File: config.mk
export PLATFORM = sky130hd
export DESIGN_NAME = pingpong_subblk_writer
export DESIGN_NICKNAME = d
export VERILOG_FILES = /design/src/rtl/macro_para.sv /design/src/rtl/pingpong_subblk_writer_pkg.sv /design/src/rtl/pingpong_subblk_writer.sv
export SDC_FILE = /design/constraint.sdc
export NUM_CORES = 1
export LEC_CHECK = 0
export ABC_AREA = 0
export BUFFER_PORTS_ARGS = -buffer_cell sky130_fd_sc_hd__buf_2
export CORE_MARGIN = 2
export CORE_UTILIZATION = 50
export CTS_CLUSTER_SIZE = 20
export DETAILED_ROUTE_END_ITERATION = 6
export PLACE_DENSITY = 0.9
export SYNTH_ARGS = -nofsm -noshare
export SYNTH_HDL_FRONTEND = slang
export SYNTH_SLANG_ARGS = --single-unit
File: constraint.sdc
create_clock -name clk -period 3.6 [get_ports clk]
set_input_delay 0.72 -clock clk [delete_from_list [all_inputs] [get_ports clk]]
set_output_delay 0.72 -clock clk [all_outputs]
set_load 0.01 [all_outputs]
File: src/rtl/macro_para.sv
// Shared build-wide widths: sub-block data width and sub-blocks per ping-pong bank.
// Writer and reader both take their bank geometry from here.
`ifndef SUB_BLK_BIT
`define SUB_BLK_BIT 8
`endif
`ifndef PP_BLK_SUBBLKS
`define PP_BLK_SUBBLKS 8
`endif

File: src/rtl/pingpong_subblk_writer_pkg.sv
// Shared types and helpers for the ping-pong sub-block writer.
package pingpong_subblk_writer_pkg;

    localparam int          STALL_CNT_W   = 16;
    localparam logic [15:0] STALL_CNT_MAX = 16'hFFFF;

    // Bank bookkeeping that must move together on every edge.
    typedef struct packed {
        logic       wbank;
        logic       rd_sel;
        logic [1:0] bank_full;
    } ctrl_t;

    function automatic logic [STALL_CNT_W-1:0] stall_sat_inc(input logic [STALL_CNT_W-1:0] cnt);
        if (cnt == STALL_CNT_MAX) begin
            return cnt;
        end else begin
            return cnt + 16'd1;
        end
    endfunction

endpackage

File: src/rtl/pingpong_subblk_writer.sv
// Write-side controller for the ping-pong sub-block buffer: fills bank 0/1 in turn,
// tracks full flags, and steers rd_sel on consumer releases. Optional PP_STALL_CNT_EN adds stall_cnt.
`ifndef SUB_BLK_BIT
`define SUB_BLK_BIT 8
`endif
`ifndef PP_BLK_SUBBLKS
`define PP_BLK_SUBBLKS 8
`endif

module pingpong_subblk_writer
    import pingpong_subblk_writer_pkg::*;
#(
    parameter int SUB_BLK_BIT = `SUB_BLK_BIT,
    parameter int BLK_SUBBLKS = `PP_BLK_SUBBLKS,
    parameter int ADDR_W      = $clog2(BLK_SUBBLKS)
) (
    input  logic                   clk,
    input  logic                   reset,
    input  logic                   in_valid,
    input  logic [SUB_BLK_BIT-1:0] in_data,
    output logic                   in_ready,
    output logic                   wr_en0,
    output logic                   wr_en1,
    output logic [ADDR_W-1:0]      wr_addr,
    output logic [SUB_BLK_BIT-1:0] wr_data,
    output logic [1:0]             bank_full,
    input  logic [1:0]             bank_release,
    output logic                   rd_sel
`ifdef PP_STALL_CNT_EN
    ,
    output logic [STALL_CNT_W-1:0] stall_cnt
`endif
);

    localparam logic [ADDR_W-1:0] WADDR_LAST = ADDR_W'(BLK_SUBBLKS - 1);

    ctrl_t                  ctrl_r;
    ctrl_t                  ctrl_s;
    logic [ADDR_W-1:0]      waddr_r;
    logic [ADDR_W-1:0]      waddr_s;
    logic [ADDR_W-1:0]      wr_addr_r;
    logic [ADDR_W-1:0]      wr_addr_s;
    logic [SUB_BLK_BIT-1:0] wr_data_r;
    logic [SUB_BLK_BIT-1:0] wr_data_s;
    logic [1:0]             wr_en_r;
    logic [1:0]             wr_en_s;
    logic                   in_ready_s;
    logic                   accept_s;
    logic                   release_hit_s;

    // State register: all write/read-side bookkeeping and the registered write port.
    always_ff @(posedge clk or posedge reset) begin
        if (reset) begin
            ctrl_r    <= '{wbank: 1'b0, rd_sel: 1'b0, bank_full: 2'b00};
            waddr_r   <= '0;
            wr_addr_r <= '0;
            wr_data_r <= '0;
            wr_en_r   <= 2'b00;
        end else begin
            ctrl_r    <= ctrl_s;
            waddr_r   <= waddr_s;
            wr_addr_r <= wr_addr_s;
            wr_data_r <= wr_data_s;
            wr_en_r   <= wr_en_s;
        end
    end

    // Next state: a write accept and a release may land in the same cycle; they
    // always touch different banks because a full bank never accepts writes.
    always_comb begin
        ctrl_s    = ctrl_r;
        waddr_s   = waddr_r;
        wr_addr_s = wr_addr_r;
        wr_data_s = wr_data_r;
        wr_en_s   = 2'b00;
        if (accept_s) begin
            wr_data_s              = in_data;
            wr_addr_s              = waddr_r;
            wr_en_s[ctrl_r.wbank]  = 1'b1;
            if (waddr_r == WADDR_LAST) begin
                ctrl_s.bank_full[ctrl_r.wbank] = 1'b1;
                ctrl_s.wbank                   = ~ctrl_r.wbank;
                waddr_s                        = '0;
            end else begin
                waddr_s = waddr_r + {{(ADDR_W-1){1'b0}}, 1'b1};
            end
        end else begin
            wr_en_s = 2'b00;
        end
        if (release_hit_s) begin
            ctrl_s.bank_full[ctrl_r.rd_sel] = 1'b0;
            ctrl_s.rd_sel                   = ~ctrl_r.rd_sel;
        end else begin
            ctrl_s.rd_sel = ctrl_s.rd_sel;
        end
    end

    // Handshake decode from registers only; in_valid never reaches in_ready.
    always_comb begin
        in_ready_s    = ~ctrl_r.bank_full[ctrl_r.wbank];
        accept_s      = in_valid & in_ready_s;
        release_hit_s = bank_release[ctrl_r.rd_sel] & ctrl_r.bank_full[ctrl_r.rd_sel];
    end

    assign in_ready  = in_ready_s;
    assign wr_en0    = wr_en_r[0];
    assign wr_en1    = wr_en_r[1];
    assign wr_addr   = wr_addr_r;
    assign wr_data   = wr_data_r;
    assign bank_full = ctrl_r.bank_full;
    assign rd_sel    = ctrl_r.rd_sel;

`ifdef PP_STALL_CNT_EN
    logic [STALL_CNT_W-1:0] stall_cnt_r;

    // Saturating count of cycles where upstream offers data but every bank is full.
    always_ff @(posedge clk or posedge reset) begin
        if (reset) begin
            stall_cnt_r <= '0;
        end else if (in_valid & ~in_ready_s) begin
            stall_cnt_r <= stall_sat_inc(stall_cnt_r);
        end else begin
            stall_cnt_r <= stall_cnt_r;
        end
    end

    assign stall_cnt = stall_cnt_r;
`endif

endmodule

Yosys cells after proc, flatten, opt, wreduce, memory -nomap -nowiden

Index checks and enable logic that the tools add are counted.

Equality and inequality tests: 1
$lt $le $gt $ge: 4
Reduce and logical (&&, ||, !) cells: 3
Mux-type cells: 15
$add $sub $neg: 1
Bitwise operators: 8

Operator list:

| cell                                                                          | number |
|---|---|
| 1-bit two-way mux                                                             | 8 |
| 2-bit two-way mux                                                             | 4 |
| 1-bit by 2-bit less-than comparator with 1-bit output (second input constant) | 2 |
| 3-bit by 1-bit adder with 3-bit output (second input constant)                | 1 |
| 3-bit == test (second input constant)                                         | 1 |
| 3-bit two-way mux                                                             | 1 |
| 1-bit inverter                                                                | 3 |
| 1-bit AND                                                                     | 2 |
| 2-bit AND                                                                     | 1 |
| 1-bit demux with 1-bit select                                                 | 2 |
| 1-bit >= comparator (second input constant)                                   | 2 |
| 1-bit logical AND                                                             | 2 |
| 2-bit inverter                                                                | 1 |
| 2-bit OR                                                                      | 1 |
| 2-bit AND reduction                                                           | 1 |

Logic and storage cells: 39
Register bits: 20
Input port bits: 13

Depth between registers and ports, before layout

Gate-level depths: netlist of the first run.

Depth in word-level cells: 9
Gate-level depth with buffers: 5

Worst setup path before layout of the first run

OpenSTA, ideal clock, no wires.

Path kind: reg-to-reg
Start point: register ctrl_r[3] (netlist name)
End point: register waddr_r[0]
Required time: 3.475 ns
Path buffers: 1
Data arrival time: 1.385 ns
Cell stages (with the launch flop): 5
Slack: 2.090 ns
Cells stage by stage: dfrtp_1 > mux2i_1 > nand2_2 > buf_6 > mux2_4

Cells in the longest elaborated chain, start to end: 4

RTL lines:

| item                                                  | RTL line                      | source |
|---|---|---|
| start: declaration                                    | pingpong_subblk_writer.sv:37  | `ctrl_t ctrl_r;` |
| start signal: assignment                              | pingpong_subblk_writer.sv:54  | `ctrl_r <= '{wbank: 1'b0, rd_sel: 1'b0, bank_full: 2'b00};` |
| start signal: assignment                              | pingpong_subblk_writer.sv:60  | `ctrl_r <= ctrl_s;` |
| 1-bit two-way mux (implied by the code) (2 in series) | pingpong_subblk_writer.sv:100 | `in_ready_s = ~ctrl_r.bank_full[ctrl_r.wbank];` |
| 1-bit inverter                                        | pingpong_subblk_writer.sv:100 |  |
| named net in_ready                                    | pingpong_subblk_writer.sv:21  | `output logic in_ready,` |
| 1-bit AND                                             | pingpong_subblk_writer.sv:101 | `accept_s = in_valid & in_ready_s;` |
| end signal: assignment                                | pingpong_subblk_writer.sv:61  | `waddr_r <= waddr_s;` |
| end: declaration                                      | pingpong_subblk_writer.sv:39  | `logic [ADDR_W-1:0] waddr_r;` |

The timed path passes the listed nets, and every way through them passes these cells. The select of a mux whose other input is x is not followed.
A chain may end at the register's enable or synchronous reset.

Worst setup path after layout of the first run

Start point: register ctrl_r[3] (netlist name)
End point: output in_ready

Cells in the longest elaborated chain, start to end: 3

RTL lines:

| item                                                  | RTL line |
|---|---|
| 1-bit two-way mux (implied by the code) (2 in series) | pingpong_subblk_writer.sv:100 |
| 1-bit inverter                                        | pingpong_subblk_writer.sv:100 |
| end: declaration                                      | pingpong_subblk_writer.sv:21 |

No other way between the ends. The select of a mux whose other input is x is not followed.

==> results of run 1 <==
[how the worst min path moves through the flow]
| stage | start | endpoint | slack [ns] | cells after the start |
|---|---|---|---|---|
| 5_1_grt | wr_data[2] | wr_data[2] | 0.52 | 1 |
| 3_5_place_dp | wr_data[2] | wr_data[2] | 0.49 | 1 |
| 6_report | wr_data[2] | wr_data[2] | 0.51 | 1 |
| 3_3_place_gp | wr_data[2] | wr_data[2] | 0.49 | 1 |
| 2_1_floorplan | waddr_r[1] | waddr_r[1] | 0.50 | 1 |
| 4_1_cts | wr_data[2] | wr_data[2] | 0.51 | 1 |
[layer usage]
metal  vias up  wire length [um]
met5         -                 0
met4         0                28
met3         4                41
met2        13               734
met1       263               595
li1        258                 -
[power groups by stage]
stage	clock network [mW]	registers, mW	logic (mW)
5_1_grt	0.111	0.431	0.451
4_1_cts	0.0997	0.414	0.421
2_1_floorplan	0	0.444	0.272
3_3_place_gp	0	0.412	0.402
3_5_place_dp	0	0.419	0.418
6_report	0.0970	0.414	0.414
[kinds of logic (layout without fill, tap and decap cells)]
logic type | after synthesis | after routing | share of synthesized area (%)
buffers and inverters | 4 | 33 | 3.53
AND/OR/NAND/NOR | 8 | 8 | 5.30
adder cells (fa/ha/maj) | 2 | 2 | 2.94
AO/OA/AOI/OAI | 7 | 7 | 5.29
flip-flops | 20 | 20 | 58.8
multiplexers | 15 | 15 | 24.1
[area by class of cell]
class                           instances  area (sq um)
Fill cell                             106           547
Sequential cell                        20           500
Multi-Input combinational cell         32           320
Timing Repair Buffer                   29           145
Clock buffer                            3          22.5
Tap cell                               16          20.0
Inverter                                1          3.75
[synth_stat cells, types with 2 or more instances]
cell | count | share of area (%)
nand2_1 | 2 | 0.88
nor2_1 | 2 | 0.88
buf_4 | 2 | 1.8
mux2_4 | 10 | 18
mux2_2 | 4 | 5.3
a31oi_1 | 3 | 2.2
dfrtp_1 | 20 | 59
ha_1 | 2 | 2.9
[cells in the final DEF, fill, tap and decap left out]
cell	n
o22a_1	1
a21oi_1	1
o21ai_0	1
nand2_2	1
nor2b_1	1
nor2_1	2
dfrtp_1	20
nor3b_1	1
buf_2	29
mux2_2	4
clkbuf_4	3
a31oi_1	3
nand2_1	2
mux2i_1	1
and3b_2	1
inv_1	1
mux2_4	10
ha_1	2
o31ai_1	1
[flip-flops by register name (all words and copies together) (netlist names)]
| name | cells |
|---|---|
| wr_data | 8 |
| waddr_r | 3 |
| wr_addr | 3 |
| bank_full | 2 |
| wr_en_r | 2 |
| ctrl_r | 1 |
| rd_sel | 1 |
[through the flow]
step	power [mW]	instances	util (%)	cell area, sq um
finish	0.925	101	64.9	1010
global route	0.993	101	64.9	1010
CTS	0.935	101	64.9	1010
detailed placement	0.837	98	63.5	990
global placement	0.815	98	63.5	990
floorplan	0.717	56	-	851
==> impl_metrics.ini, run 1 <==
[placement]
dpl_worst_slack_ns = 1.91
dpl.hpwl_mm = 1.07
gp_congestion = 0.734
port_buffers = 29

[grt]
grt_pass1_vias = 524
grt-ovfl-total = 0
antenna_found_initial = 0
grt_util_met2_pct = 27.1
use_met1_pct = 19.7
grt_pass1_wl_mm = 2.30
grt_max_degree = 21
grt_busiest_layer = met2
met3_usage_pct = 2.40
grtUsageTotal_pct = 16.1

[pwr]
combPwrFrac_pct = 44.8
switchingPower_mw = 0.313
p_int_mw = 0.612
p_leak_nw = 0.530
seqPwrFrac_pct = 44.7
pwr-share-clk_pct = 10.5
swShare_pct = 33.9
powerDensity_mw_per_mm2 = 914
peakVddDrop_mv = 0.461

[critical_path]
path_depth = 2
crit_end = in_ready
reg2reg_from = ctrl_r[3]
path_delay_family = flip-flops
worstPathMaxFanout = 7
critPathSlowestCell = dfrtp_1
crit_type = register to output pin
critPathLaunch = ctrl_r[3]
cpPeakStageDelay_ns = 0.46
worstSetupEndpointType = output pin
worstPathRequired_ns = 2.88
reg2reg_to = wr_data[7]
startpoint_type = register
cp_num_buf_inv = 1
rr_worst_depth = 3
rrSetupSlack_ns = 2.00
worstPathArrival_ns = 1.25
crit_chain = mux2i_1 > buf_2

[route]
route.detailed.drc = 0
drt_iter0_markers = 6
vias_per_cell = 5.33
drt_first_pass_iters = 4
wl_mm = 1.40
post_drt_wl_per_cell_um = 13.9
antenna_left = 0
vias = 538

[clock_network]
postCtsSetupRepairBufs = 0
ctsResizeCount = 0
clkTransAtPathRegs_ns = 0.10
cts_root_buf = clkbuf_4
htree_num_levels = 1
clk_path_buf_depth = 2
numClockSinks = 20
numCtsBuffers = 3
hold_buffers = 0
cts_tree = done
clkLatencyLatePin_ns = 0.28

[sta]
slew_viol_final = 0
fin_ws_ns = 1.63
period_minus_slack_ns = 1.97
fin_crit_sh_pct = 54.7
maxSlewHeadroom_pct = 53.4
hold_viol = 0
finClkSkew_ns = 0.000857
max_freq_mhz = 508
tightest_slew_ns = 0.698
finalSetupViolations = 0
fin_setup_tns_ns = 0
hold_ws_ns = 0.510
rsz0062_at_grt = false

[cells_and_area]
num-nets-final = 102
layout-drive-gt1-share_pct = 56.5
area_delta_synth_final_pct = 19.0
num_antenna_cells = 0

[floorplan]
initial_core_util_pct = 54.6
fp.dieArea_sq_mm = 0.00205
rows = 14
fp.dieH_um = 45.3
coreArea_sq_mm = 0.00156
io_pins = 30
fp.dieW_um = 45.3

[yosys]
synth_seq_area_share_pct = 58.8
ys_types = 19
synth_area_per_cell_sq_um = 15.2
ys.flop_type = dfrtp_1
yosys_warnings = 0
netlist_instances = 56
synth_nets = 71
synth_edf_count = 0
ys_seq_elements = 20
ys_async_sr_fraction_pct = 100
syn_area_sq_um = 851

[worst_hold_path]
hold_path.class = register to register

[job]
drv_cap = 0

[outcome]
status = finished, final reports clean
Power figures use the tool's default switching activity.
==> inputs of run 2 (changes only) <==
- ABC_AREA: 0 -> 1
- CORE_UTILIZATION: 50 -> 44
- PLACE_DENSITY: 0.9 -> 0.84
- clock period: 3.6 -> 1.6 ns (I/O delays scaled with it)
==> impl_metrics.ini, run 2 <==
[grt]
grt_max_degree = 31
antenna_found_initial = 0
grtUsageTotal_pct = 13.8
grt_pass1_wl_mm = 2.58
grt_pass1_vias = 611
grt-ovfl-total = 0

[floorplan]
fp.dieArea_sq_mm = 0.00249
coreArea_sq_mm = 0.00198
initial_core_util_pct = 46.8
fp.dieW_um = 49.9
io_pins = 30
rows = 16
fp.dieH_um = 49.9

[critical_path]
worstPathMaxFanout = 5
cpPeakStageDelay_ns = 0.46
rrSetupSlack_ns = 0.29
critPathSlowestCell = dfrtp_2
crit_type = register to output pin
startpoint_type = register
worstPathRequired_ns = 1.28
worstPathArrival_ns = 1.22
worstSetupEndpointType = output pin
crit_chain = inv_4 > nor2_1 > or2_4 > buf_6

[cells_and_area]
layout-drive-gt1-share_pct = 44.4
multi_input_area_sq_um = 317
fillers = 164
num-nets-final = 142
area_delta_synth_final_pct = 25.6
utilization_pct = 58.8
layout_commonest_cell = buf_2
num_antenna_cells = 0
layout.cells.non_filler = 153
seq_area_sq_um = 502
largest_reg_flops = 8
finalInstanceArea_sq_mm = 0.00116
layout_common_cells = buf_2, nand2_1, dfrtp_1, inv_1, o21ai_2

[yosys]
synth_nets = 109
synth_edf_count = 0
synth_common_cells = dfrtp_1, nand2_1, inv_1, o21ai_2, nor2_1
ys.flop_type = dfrtp_1
ys_types = 17
synth_top_area_share_pct = 54.0
synth_most_common_cell = dfrtp_1
netlist_instances = 94
ys_top_cells_by_area = dfrtp_1, o21ai_2, nand2_1, inv_1, buf_6
ys_seq_elements = 20
synth_area_per_cell_sq_um = 9.86
yosysTopAreaCell = dfrtp_1
yosys_warnings = 0
synth_seq_area_share_pct = 54.0
ys_async_sr_fraction_pct = 100
syn_area_sq_um = 927

[job]
drv_cap = 0

[sta]
hold_viol = 0
finalSetupViolations = 0
fin_crit_sh_pct = 96.5
period_minus_slack_ns = 1.54
maxSlewHeadroom_pct = 52.9
fin_setup_tns_ns = 0
finClkSkew_ns = 0.00934
tightest_slew_ns = 0.705
slew_viol_final = 0
hold_ws_ns = 0.101
max_freq_mhz = 647
rsz0062_at_grt = false

[route]
wl_mm = 1.67
post_drt_wl_per_cell_um = 10.9
vias_per_cell = 4.61
route.detailed.drc = 0
drt_first_pass_iters = 4
antenna_left = 0
drt_iter0_markers = 21
vias = 706

[placement]
gp_congestion = 0.735
place_area_sq_mm = 0.00108
port_buffers = 29
dp_cells = 146
dpl.hpwl_mm = 1.14

[outcome]
status = finished, final reports clean

[clock_network]
cts_root_buf = clkbuf_4
clkTransAtPathRegs_ns = 0.12
numClockSinks = 20
hold_buffers = 0
htree_num_levels = 1
cts_tree = done
clkLatencyLatePin_ns = 0.31
numCtsBuffers = 3
clk_path_buf_depth = 2

[pwr]
peakVddDrop_mv = 0.860
swShare_pct = 37.5
combPwrFrac_pct = 43.9
p_int_mw = 1.45
switchingPower_mw = 0.873
p_leak_nw = 0.656
pwr-share-clk_pct = 17.8
seqPwrFrac_pct = 38.3
powerDensity_mw_per_mm2 = 2000

[worst_hold_path]
hold_path.class = primary input to asynchronous set/reset pin
run 2: changes by cell type after synthesis, sizes merged, moves of 5 or more:
cell,before,now
mux2,14,0
nand2,3,20
o21ai,1,14
inv,1,17
nor2,2,7
run 2: cells by family (layout without fill, tap and decap cells):
kind of cell             count (synthesis)  count (layout)  synth area share (%)
AND/OR/NAND/NOR                         33              33                  16.1
AO/OA/AOI/OAI                           17              17                  15.1
flip-flops                              20              20                  54.0
adder cells (fa/ha/maj)                  2               2                  2.70
buffers and inverters                   22              54                  12.1
run 2: layout make-up:
cell class | count | area share (%)
Clock buffer | 3 | 1.93
Inverter | 17 | 5.69
Multi-Input combinational cell | 52 | 27.2
Clock inverter | 1 | 2.58
Tap cell | 27 | 2.90
Sequential cell | 20 | 43.1
Timing Repair Buffer | 33 | 16.6
run 2: final timing paths:
kind	from	end	cells after the start
worst max-delay path	ctrl_r[3]	in_ready	4
worst min-delay path	reset	wr_data[5]	2
worst max register to register	ctrl_r[3]	waddr_r[1]	8
worst min register to register	wr_data[7]	wr_data[7]	2
max in group asynchronous	reset	ctrl_r[3]	2
min in group clk	in_data[7]	wr_data[7]	3
run 2: worst max-delay path, delay by kind of cell, from the launching register on:
| kind | cells | cell delay [ns] |
|---|---|---|
| flip-flops | 1 | 0.46 |
| AND/OR/NAND/NOR | 2 | 0.27 |
| buffers and inverters | 2 | 0.19 |
run 2: repair_timing:
action,in CTS,in global routing
gates resized for setup,2,2
buffers inserted,2,1
setup endpoints to repair,1,1
run 2: layer usage:
| layer | track usage, % | vias up | part of all wire, % |
|---|---|---|---|
| met5 | 0 | - | 0 |
| met1 | 15.6 | 327 | 43 |
| met2 | 25.3 | 22 | 52 |
| met4 | 6.94 | 0 | 1.4 |
| li1 | - | 354 | - |
| met3 | 1.82 | 3 | 3.8 |
run 2: power by group through the flow:
stage | combinational (mW) | sequential, mW | clock [mW]
floorplan | 0.598 | 0.959 | 0
global placement | 0.891 | 0.878 | 0
CTS | 0.968 | 0.890 | 0.412
finish | 1.02 | 0.890 | 0.414
global route | 1.13 | 0.925 | 0.431
detailed placement | 0.921 | 0.896 | 0
run 2: stage by stage:
step | setup WS (ns) | total power [mW]
after CTS | 0.0188 | 2.27
after floorplan | 0.429 | 1.56
final | 0.0553 | 2.33
after detailed placement | 0.285 | 1.82
after global placement | 0.313 | 1.77
after global routing | 0.0284 | 2.49
